--- src/rtl/cpu_pkg.sv ---
`default_nettype none
// ============================================================================
// Module      : cpu_pkg
// Description : Shared widths and PC sequencer state encodings.
// Revision    : 1.0 - initial release
// ============================================================================
package cpu_pkg;

    localparam int c_PC_WIDTH    = 32;
    localparam int c_INSTR_WIDTH = 16;

    // Sequencer states
    localparam logic [1:0] c_BOOT_LO = 2'd0;
    localparam logic [1:0] c_BOOT_HI = 2'd1;
    localparam logic [1:0] c_RUN     = 2'd2;

endpackage : cpu_pkg
`default_nettype wire

--- src/rtl/next_pc_select.sv ---
`default_nettype none
// ============================================================================
// Module      : next_pc_select
// Description : Next-PC priority mux: taken branch > direct jump > hold >
//               sequential increment. Flags any accepted redirect.
// Revision    : 1.0 - initial release
// ============================================================================
module next_pc_select
    import cpu_pkg::*;
#(
    parameter logic [c_PC_WIDTH-1:0] PC_INC = 32'd1
) (
    input  logic [c_PC_WIDTH-1:0]    i_pc,
    input  logic                     i_stall,
    input  logic                     i_hold,
    input  logic                     i_jump_occured,
    input  logic [c_INSTR_WIDTH-1:0] i_jump_to,
    input  logic                     i_direct_jump,
    input  logic [c_INSTR_WIDTH-1:0] i_direct_jump_to,
    output logic [c_PC_WIDTH-1:0]    o_next_pc,
    output logic                     o_redirect
);

    localparam int c_EXT_WIDTH = c_PC_WIDTH - c_INSTR_WIDTH;

    // Redirects win over any hold; the increment wraps naturally at 32 bits
    always_comb begin
        o_next_pc  = i_pc + PC_INC;
        o_redirect = 1'b0;
        if (i_jump_occured) begin
            o_next_pc  = {{c_EXT_WIDTH{1'b0}}, i_jump_to};
            o_redirect = 1'b1;
        end else if (i_direct_jump) begin
            o_next_pc  = {{c_EXT_WIDTH{1'b0}}, i_direct_jump_to};
            o_redirect = 1'b1;
        end else if (i_stall || i_hold) begin
            o_next_pc  = i_pc;
        end
    end

endmodule : next_pc_select
`default_nettype wire

--- src/rtl/pc_sequencer.sv ---
`default_nettype none
// ============================================================================
// Module      : pc_sequencer
// Description : Fetch PC sequencer. Loads the 32-bit boot PC from two
//               16-bit memory words, then steps/redirects the PC. A program
//               loader may take the memory port at any time.
// Revision    : 1.0 - initial release
// ============================================================================
module pc_sequencer
    import cpu_pkg::*;
#(
    parameter logic [c_PC_WIDTH-1:0] RESET_VECTOR_ADDR = 32'h0000_0000,
    parameter logic [c_PC_WIDTH-1:0] PC_INC            = 32'd1
) (
    input  logic                     clk,
    input  logic                     rst,
    input  logic                     load_we,
    input  logic [c_PC_WIDTH-1:0]    load_addr,
    input  logic [c_INSTR_WIDTH-1:0] load_data,
    input  logic                     stall,
    input  logic                     jump_occured,
    input  logic [c_INSTR_WIDTH-1:0] jump_to,
    input  logic                     direct_jump,
    input  logic [c_INSTR_WIDTH-1:0] direct_jump_to,
    input  logic [c_INSTR_WIDTH-1:0] mem_rdata,
    output logic [c_PC_WIDTH-1:0]    mem_addr,
    output logic                     mem_we,
    output logic [c_INSTR_WIDTH-1:0] mem_wdata,
    output logic [c_PC_WIDTH-1:0]    pc,
    output logic                     fetch_valid,
    output logic                     flush,
    output logic                     booting
);

    localparam logic [c_PC_WIDTH-1:0] c_BOOT_HI_ADDR = RESET_VECTOR_ADDR + 32'd1;

    logic [1:0]            r_state;
    logic [c_PC_WIDTH-1:0] r_pc;
    logic [c_PC_WIDTH-1:0] w_next_pc;
    logic                  w_redirect;

    next_pc_select #(
        .PC_INC (PC_INC)
    ) u_next_pc_select (
        .i_pc             (r_pc),
        .i_stall          (stall),
        .i_hold           (load_we),
        .i_jump_occured   (jump_occured),
        .i_jump_to        (jump_to),
        .i_direct_jump    (direct_jump),
        .i_direct_jump_to (direct_jump_to),
        .o_next_pc        (w_next_pc),
        .o_redirect       (w_redirect)
    );

    // Boot fetches the PC halves in two steps; the loader freezes boot progress
    always_ff @(posedge clk or posedge rst) begin
        if (rst) begin
            r_state <= c_BOOT_LO;
            r_pc    <= '0;
        end else begin
            case (r_state)
                c_BOOT_LO: begin
                    if (!load_we) begin
                        r_pc[c_INSTR_WIDTH-1:0] <= mem_rdata;
                        r_state                 <= c_BOOT_HI;
                    end
                end
                c_BOOT_HI: begin
                    if (!load_we) begin
                        r_pc[c_PC_WIDTH-1:c_INSTR_WIDTH] <= mem_rdata;
                        r_state                          <= c_RUN;
                    end
                end
                c_RUN: begin
                    r_pc <= w_next_pc;
                end
                default: begin
                    r_state <= c_BOOT_LO;
                end
            endcase
        end
    end

    // Memory port: loader has priority, otherwise boot vector or fetch PC
    always_comb begin
        mem_addr = r_pc;
        if (load_we) begin
            mem_addr = load_addr;
        end else if (r_state == c_BOOT_LO) begin
            mem_addr = RESET_VECTOR_ADDR;
        end else if (r_state == c_BOOT_HI) begin
            mem_addr = c_BOOT_HI_ADDR;
        end
    end

    assign mem_we      = load_we;
    assign mem_wdata   = load_we ? load_data : '0;
    assign pc          = r_pc;
    assign booting     = (r_state != c_RUN);
    assign fetch_valid = (r_state == c_RUN) && !load_we;
    assign flush       = (r_state == c_RUN) && w_redirect;

endmodule : pc_sequencer
`default_nettype wire

--- config.mk ---
export PLATFORM = sky130hd
export DESIGN_NAME = pc_sequencer
export DESIGN_NICKNAME = d
export VERILOG_FILES = /design/src/rtl/cpu_pkg.sv /design/src/rtl/next_pc_select.sv /design/src/rtl/pc_sequencer.sv
export SDC_FILE = /design/constraint.sdc
export NUM_CORES = 1
export LEC_CHECK = 0
export ABC_CLOCK_PERIOD_IN_PS = 3700
export CAP_MARGIN = 20
export CORE_MARGIN = 5
export CORE_UTILIZATION = 35
export CTS_CLUSTER_DIAMETER = 80
export CTS_CLUSTER_SIZE = 12
export DETAILED_ROUTE_END_ITERATION = 6
export PLACE_DENSITY = 0.84
export SYNTH_ARGS = -nofsm -noshare
export SYNTH_HDL_FRONTEND = slang
export SYNTH_SLANG_ARGS = --single-unit
--- constraint.sdc ---
create_clock -name clk -period 3.7 [get_ports clk]
set_clock_uncertainty 0.05 [all_clocks]
set_input_delay 0.74 -clock clk [delete_from_list [all_inputs] [get_ports clk]]
set_output_delay 0.74 -clock clk [all_outputs]
set_load 0.01 [all_outputs]
Yosys cells after proc, flatten, opt, wreduce, memory -nomap -nowiden

Index checks and enable logic that the tools add are counted.

Bits in registers: 34
Input port bits: 102
Output and inout port bits: 84

Add/sub/neg operators: 1
Equal/unequal tests: 6
Multiplexer cells: 15
Bitwise logic cells: 1
Reduce and logical (&&, ||, !) cells: 10

Operator list:

| kind                                                                  | count |
|---|---|
| 32-bit 2-to-1 mux                                                     | 6 |
| 16-bit case mux with 2 select lines                                   | 2 |
| 32-bit by 1-bit adder with 32-bit output, second input constant       | 1 |
| 16-bit 2-to-1 mux                                                     | 2 |
| 3-bit AND reduction                                                   | 3 |
| 2-bit inequality test, second input constant                          | 3 |
| 2-bit case mux with 3 select lines                                    | 1 |
| 2-bit 2-to-1 mux                                                      | 2 |
| 4-bit inequality test, second input constant                          | 1 |
| 2-bit nonzero test                                                    | 2 |
| 2-bit by 1-bit equality test with 1-bit output, second input constant | 1 |
| 2-bit equality test, second input constant                            | 1 |
| 1-bit logical AND                                                     | 2 |
| 2-bit zero test                                                       | 1 |
| 1-bit 2-to-1 mux                                                      | 2 |
| 1-bit zero test                                                       | 1 |
| 1-bit logical OR                                                      | 1 |
| 1-bit NOT                                                             | 1 |

Longest topological paths before layout

Gate-level depths: netlist of run 1.

Depth after elaboration: 5
Depth in mapped cells: 8
Gate-level depth less buffers: 7

By module

A second synthesis of run 1 with hierarchy kept.

Cell total of the unflattened synthesis: 429
Area, all modules: 3349.5 um^2

Modules (own cells, without submodules):

| module         | times used | cells each | area an instance (um^2) | seq. area each (um^2) |
|---|---|---|---|---|
| pc_sequencer   | 1          | 271        | 2342.2                  | 850.8 |
| next_pc_select | 1          | 158        | 1007.2                  | 0.0 |

Worst setup path after synthesis of run 1

No wires, ideal clock.

Path type: input to output
Start point: in load_we
End point: out mem_addr[10]
Arrival time: 1.712 ns
Path slack: 1.198 ns
Stages: 4
Path through: clkbuf_1 > nor3_1 > clkbuf_1 > a22o_1

Word-level cells in the longest chain between the ends: 1

RTL lines:

| what              | RTL line           | text |
|---|---|---|
| from (decl)       | pc_sequencer.sv:17 | `input logic load_we,` |
| 32-bit 2-to-1 mux | pc_sequencer.sv:88 | `if (load_we) begin` |
| to (decl)         | pc_sequencer.sv:26 | `output logic [c_PC_WIDTH-1:0] mem_addr,` |

Every way passes these cells.

Worst setup path after layout of run 1

Start point: in direct_jump
End point: out flush

Word-level cells in the longest chain between the ends: 3

RTL lines:

| what              | RTL line             | text |
|---|---|---|
| from (decl)       | pc_sequencer.sv:23   | `input logic direct_jump,` |
| 1-bit 2-to-1 mux  | next_pc_select.sv:33 | `end else if (i_direct_jump) begin` |
| 1-bit 2-to-1 mux  | next_pc_select.sv:30 | `if (i_jump_occured) begin` |
| 1-bit logical AND | pc_sequencer.sv:102  | `assign flush = (r_state == c_RUN) && w_redirect;` |
| to (decl)         | pc_sequencer.sv:31   | `output logic flush,` |

Every way passes these cells.

==> PnR_summary.wiki, run 1 <==
{| class="wikitable"
! Metric !! Value
|-
| RR Startpoint || pc[1]
|-
| Clock Root Buffer || clkbuf_8
|-
| Worst-case reg-to-reg path depth || 7
|-
| Normalized max-slew margin || between 40 and 50%
|-
| Source-to-sink clock delay at the later pin of the worst-skew pair || 0.29 ns
|-
| Hold path depth || 2
|-
| Largest fanout on the critical path || 14
|-
| Ant diodes || 0
|-
| Achievable Freq || 320 MHz
|-
| Async set or reset register ratio after synthesis || 100%
|-
| Commonest cells in the netlist || o21ai_0 (45), dfrtp_1 (34), a22o_1 (33)
|-
| Port buffer count || 185
|-
| Weighted congestion reported at the end of routability-driven placement || 0.888
|-
| Worst r2r dst || pc[14]
|-
| Power Density || 654 mW/mm²
|-
| Number of placement rows || 34
|-
| Clock Tree Buf Depth || 2
|-
| Final wirelength || about 14 mm
|-
| Max Cap Viol || 0
|-
| Vias per std cell || 5.91
|-
| First-iteration detailed-routing DRC count || 395
|-
| Syn. warnings || 0
|-
| Setup repair after global routing missed its margin || false
|-
| CTS hold repair buffers || 0
|-
| Clock tree from TritonCTS || done
|-
| Post-synthesis to final-layout area growth || 68.0%
|-
| Hold Vio Cnt, Final || 0
|-
| Highest ir drop seen on vdd || between 0.0003 and 0.0004 V
|-
| Post-synthesis instance area || ~0.0031 mm²
|-
| Num CTS Buffers || 5
|-
| Pin count of the biggest net entering global routing || 35
|-
| Worst Path Required || ~2.9 ns
|-
| Height of the die || 104 µm
|-
| CP startpoint kind || input pin
|-
| Slowest Stage Delay on Critical Path || 0.76 ns
|-
| Number of antenna violations at the first check in global routing || 0
|-
| Critical path start-end classification || input pin to output port
|-
| Clock-pin slew of the registers on the worst-case setup and hold paths || 0.07 ns
|-
| Number of buffers inserted by post-CTS setup repair || 0
|-
| Vias after detailed routing || 4063
|-
| Mean routed wirelength per cell || 19.9 µm
|-
| Critical-path cell list || clkdlybuf4s50_1, nor2_1, nor2_1, clkdlybuf4s50_1
|-
| Data arrival, critical path || 2.33 ns
|-
| Post-synth EDFFs || 0
|-
| Worst Hold Launch || r_state[0]
|-
| Final count of pins violating max slew || 0
|-
| Dominant register cell in the synthesized netlist || dfrtp_1
|-
| Synth unique cells || 57
|-
| DIE AREA || between 0.01 and 0.015 mm²
|-
| Crit end category || output port
|-
| Synth Area per Inst || 7.59 µm²
|-
| Register-to-Register Setup Slack || 1.00 ns
|-
| Global-route congestion overflow total || 0
|-
| Net Count, Synth || 511
|-
| Post-route DRC violation count || 0
|-
| Hold EP || r_state[0]
|-
| Sum of negative setup slack || 0 ns
|-
| Outcome || complete, no violations
|-
| Critical Path Slowest Stage Cell || clkdlybuf4s50_1
|-
| H-tree levels || 2
|-
| Number of nets in the layout || 685
|-
| Area occupied by registers || 851 µm²
|-
| Final number of setup-violating endpoints || 0
|-
| Post-synthesis cell count || 404
|-
| Final Cycle Share || 84.4%
|-
| Ports placed on the boundary || 186
|-
| Post-detailed-route count of antenna-violating nets || 0
|-
| Post-detail-place hpwl || 10.3 mm
|-
| Die Span X || about 100 µm
|-
| Top-area cell type share of the netlist area || between 20% and 30%
|-
| Fraction of final layout cells sized beyond drive strength 1 || under 10%
|-
| Area leader, netlist || dfrtp_1
|-
| Core area || roughly 0.0086 mm²
|-
| Transition time at the pin with the least slew margin || 0.849 ns
|-
| Number of global-route vias before repair || 4005
|-
| Post-layout power || 3.37 mW
|-
| Number of detailed-route iterations in the first pass || 5
|-
| Multi-input gate area in the final layout || about 0.0020 mm²
|-
| Count of cells resized by post-cts repair || 0
|-
| Wire length of the first global-routing pass || ~21 mm
|-
| Clock net sink count || 34
|-
| Most area-consuming cells after synthesis || dfrtp_1 (28%), a22o_1 (9.4%), o21ai_0 (7.3%)
|-
| Worst setup path startpoint || direct_jump
|-
| Leak || 2.00 nW
|-
| Initial Util || 35.5%
|-
| # fillers || a little under 800
|-
| Dominant cell by count in the synthesized netlist || o21ai_0
|-
| Tightest Hold Check Type || flop to flop
|-
| GRT Total Usage || 23.8%
|-
| Sequential area share after synthesis || roughly 28%
|-
| Number of synthesized register bits || 34
|-
| Clock period minus worst slack || 3.12 ns
|}
==> flip-flops by register name, summed over array words and instances (netlist names) <==
signal and count:
r_state 2, pc 32
==> area by class of cell <==
class / instances / share of cell area [%]
multi-input combinational: 316 / 38.9
inverter: 18 / 1.31
tap: 108 / 2.62
clock buffer: 8 / 2.14
sequential: 34 / 16.5
timing repair buffer: 203 / 38.5
==> critical path: cells and delay by family <==
kind,cells,cell delay (ns)
AND/OR/NAND/NOR,2,0.27
buffers and inverters,2,1.32
==> where the power goes <==
group	switching [mW]	internal (mW)
combinational	1.02	1.07
sequential	0.375	0.564
clock	0.150	0.188
total	1.55	1.82
==> stage by stage <==
step	area [µm²]	std cells	utilization [%]	setup WS (ns)	hold slack, ns
2_1_floorplan	3070	404	-	1.20	0.462
6_report	5150	687	59.6	0.577	0.543
3_5_place_dp	5040	679	58.4	0.586	0.506
4_1_cts	5150	687	59.6	0.588	0.527
3_3_place_gp	5040	679	58.4	0.633	0.485
5_1_grt	5150	687	59.6	0.462	0.555
==> worst max path at each step <==
stage                               to  slack (ns)  cells after the start
after CTS                        flush        0.59                      4
after global placement           flush        0.63                      4
final                            flush        0.58                      4
after floorplan           mem_addr[10]        1.20                      4
after detailed placement         flush        0.59                      4
after global routing             flush        0.46                      4
==> kinds of logic (layout without fill, tap and decap cells) <==
kind of cell               after synthesis  count (layout)  synth area share [%]
AOI/OAI and AO/OA                      166             166                  37.0
xor gates and xnor gates                 2               2                 0.572
adders and majority gates                5               5                  2.04
buffers and inverters                   54             229                  6.98
DFF                                     34              34                  27.8
muxes                                    4               4                  1.31
and+or+nand+nor                        139             139                  24.4
==> cells in the final DEF, fill, tap and decap left out, drive strengths merged, types with 3 or more instances in the layout <==
| master | instances |
|---|---|
| o21ai | 45 |
| clkdlybuf4s50 | 184 |
| o31a | 5 |
| o211ai | 3 |
| nand3 | 22 |
| a221o | 3 |
| clkbuf | 8 |
| and3 | 7 |
| mux2i | 4 |
| nor3 | 3 |
| and2 | 16 |
| dfrtp | 34 |
| o22ai | 10 |
| nor4 | 4 |
| nor2b | 3 |
| nor2 | 24 |
| a21oi | 27 |
| o32a | 4 |
| a22o | 33 |
| nand4 | 11 |
| inv | 18 |
| a31oi | 11 |
| ha | 5 |
| a2bb2oi | 3 |
| or4 | 4 |
| nor3b | 4 |
| buf | 19 |
| a221oi | 3 |
| nand2 | 29 |
==> per-layer routing <==
layer  vias up  share of wire, %  wire [µm]  GRT usage, %
met5         -                 0          0             0
met1      1900                39       5390          29.2
met3        32               9.2       1260          6.72
met4         0               2.7        375          7.50
li1       1893                 -          -             -
met2       238                49       6620          40.1
No activity file was read; power rests on OpenSTA's default activity.
==> run 2, diff against run 1 <==
ABC_CLOCK_PERIOD_IN_PS = 2600   (was 3700)
CORE_UTILIZATION = 34   (was 35)
PLACE_DENSITY = 0.85   (was 0.84)
clock period = 2.6 ns   (was 3.7 ns; I/O delays follow)
==> run 2 against run 1 <==
First-iteration DRC count up 51%; final area rose by 2.0%; critical path depth up 1; count of clock-buffer cells in the layout is 1 lower; largest power group unchanged; sequential share of layout area decreased by 0.31 points; final cell count increased by 2.3%; die area is 2.7% higher; global-route usage grew 1.2 points; critical endpoint is now booting.
==> PnR_summary.wiki, run 2 (synthesis results as in run 1) <==
{| class="wikitable"
! Metric !! Value
|-
| Number of placement rows || 34
|-
| Die Span X || 105 µm
|-
| Hold Vio Cnt, Final || 0
|-
| Clock Root Buffer || clkbuf_8
|-
| Clock period minus worst slack || 2.51 ns
|-
| Power Density || 930 mW/mm²
|-
| Data arrival, critical path || 1.94 ns
|-
| Final number of setup-violating endpoints || 0
|-
| First-iteration detailed-routing DRC count || 597
|-
| RR Startpoint || r_state[0]
|-
| Ant diodes || 0
|-
| Final wirelength || roughly 14 mm
|-
| Normalized max-slew margin || 69.1%
|-
| Initial Util || 35.0%
|-
| Vias after detailed routing || 4200
|-
| Source-to-sink clock delay at the later pin of the worst-skew pair || 0.31 ns
|-
| Vias per std cell || 5.97
|-
| CP startpoint kind || flop
|-
| Global-route congestion overflow total || 0
|-
| Number of flip-flops in the largest register || 32
|-
| Height of the die || 105 µm
|-
| Clock Tree Buf Depth || 2
|-
| Leak || roughly 2.2 nW
|-
| Weighted congestion reported at the end of routability-driven placement || 0.924
|-
| # fillers || 777
|-
| Worst setup path startpoint || r_state[1]
|-
| Sum of negative setup slack || 0 ns
|-
| Number of antenna violations at the first check in global routing || 0
|-
| Worst-case reg-to-reg path depth || 6
|-
| Pin count of the biggest net entering global routing || 35
|-
| Top library cells by usage in the layout, fill and taps aside || clkdlybuf4s50_1 (153), o21ai_0 (45), a22o_1 (33), dfrtp_1 (33), dlygate4sd2_1 (31)
|-
| Mean routed wirelength per cell || 20.5 µm
|-
| Tightest Hold Check Type || flop to flop
|-
| Worst r2r dst || pc[31]
|-
| Area occupied by registers || 852 µm²
|-
| Fraction of final layout cells sized beyond drive strength 1 || a little under a tenth
|-
| Post-detail-place hpwl || 10.8 mm
|-
| Worst Hold Launch || pc[18]
|-
| Number of global-route vias before repair || 4114
|-
| Clock net sink count || 34
|-
| Most common library cell in the layout ignoring fill and taps || clkdlybuf4s50_1
|-
| Transition time at the pin with the least slew margin || 0.464 ns
|-
| Final count of pins violating max slew || 0
|-
| H-tree levels || 2
|-
| Core area || 0.00876 mm²
|-
| Multi-input gate area in the final layout || 0.00203 mm²
|-
| Highest ir drop seen on vdd || just over 0.0004 V
|-
| Critical path capture point || booting
|-
| Clock-pin slew of the registers on the worst-case setup and hold paths || 0.07 ns
|-
| Clock tree from TritonCTS || done
|-
| Number of nets in the layout || 701
|-
| Largest fanout on the critical path || 20
|-
| Crit end category || output port
|-
| Post-route DRC violation count || 0
|-
| Register-to-Register Setup Slack || ~0.16 ns
|-
| GRT Total Usage || 25.0%
|-
| Post-layout power || 4.89 mW
|-
| Worst Path Required || 2.03 ns
|-
| Number of detailed-route iterations in the first pass || 6
|-
| Ports placed on the boundary || 186
|-
| Post-synthesis to final-layout area growth || 71.5%
|-
| Final Cycle Share || 96.7%
|-
| Achievable Freq || 398 MHz
|-
| DIE AREA || 0.0110 mm²
|-
| Post-detailed-route count of antenna-violating nets || 0
|-
| Num CTS Buffers || 5
|-
| Outcome || complete, no violations
|-
| Wire length of the first global-routing pass || 22.7 mm
|-
| Critical path start-end classification || flop to output port
|-
| Max Cap Viol || 0
|-
| Setup repair after global routing missed its margin || false
|-
| Port buffer count || 185
|}
-- run 2: cell count changes in the layout (fill, tap and decap cells not counted), moves of 2 or more --
cell,change
clkbuf_8,-2
buf_6,+3
inv_2,+2
ha_1,-3
dlygate4sd2_1,+31
inv_1,-2
buf_4,+11
clkdlybuf4s50_1,-31
ha_2,+2
-- run 2: through the flow --
step | utilization [%] | instance area, µm² | hold WS (ns) | std cells | setup slack (ns)
after floorplan | - | 3070 | 0.462 | 404 | 0.392
after global placement | 58.4 | 5120 | 0.488 | 689 | 0.0865
after detailed placement | 58.4 | 5120 | 0.530 | 689 | 0.0613
after CTS | 59.9 | 5250 | 0.511 | 703 | 0.00794
after global routing | 60.0 | 5260 | 0.559 | 703 | 0.0337
final | 60.0 | 5260 | 0.536 | 703 | 0.0851
-- run 2: layout make-up --
type	instances	area share [%]
Timing Repair Buffer	219	39.6
Clock buffer	7	1.64
Sequential cell	34	16.2
Inverter	18	1.29
Multi-Input combinational cell	316	38.6
Tap cell	108	2.57
Clock inverter	1	0.0952
-- run 2: what timing repair did --
action | 4_1_cts | 5_1_grt
resized for setup | 44 | 2
setup buffers | 4 | 0
pin swaps | 1 | 0
hold buffers | 0 | 0
setup endpoints to repair | 34 | 18
gates cloned | 2 | 0
-- run 2: power breakdown --
part	internal [mW]	switching, mW
clock network	0.214	0.210
logic	1.57	1.59
registers	0.805	0.502
total	2.59	2.30
-- run 2: routing by layer --
metal | vias up | part of all wire [%] | global-route usage, %
met4 | 0 | 2.2 | 6.67
li1 | 1929 | - | -
met2 | 284 | 49 | 42.8
met3 | 28 | 11 | 6.04
met5 | - | 0 | 0
met1 | 1959 | 38 | 31.5
-- run 2: worst min-delay path by stage --
stage,to,slack [ns],cells past startpoint
2_1_floorplan,r_state[0],0.46,2
3_3_place_gp,r_state[0],0.49,2
3_5_place_dp,pc[18],0.53,2
4_1_cts,r_state[1],0.51,2
5_1_grt,r_state[1],0.56,2
6_report,pc[18],0.54,2
-- run 2: worst max-delay path, cell delays in order, from the launching register on --
cell and delay (ns):
dfrtp_1 0.40, buf_4 0.15, ha_2 0.24, inv_2 0.12, buf_8 0.19, clkdlybuf4s50_1 0.56
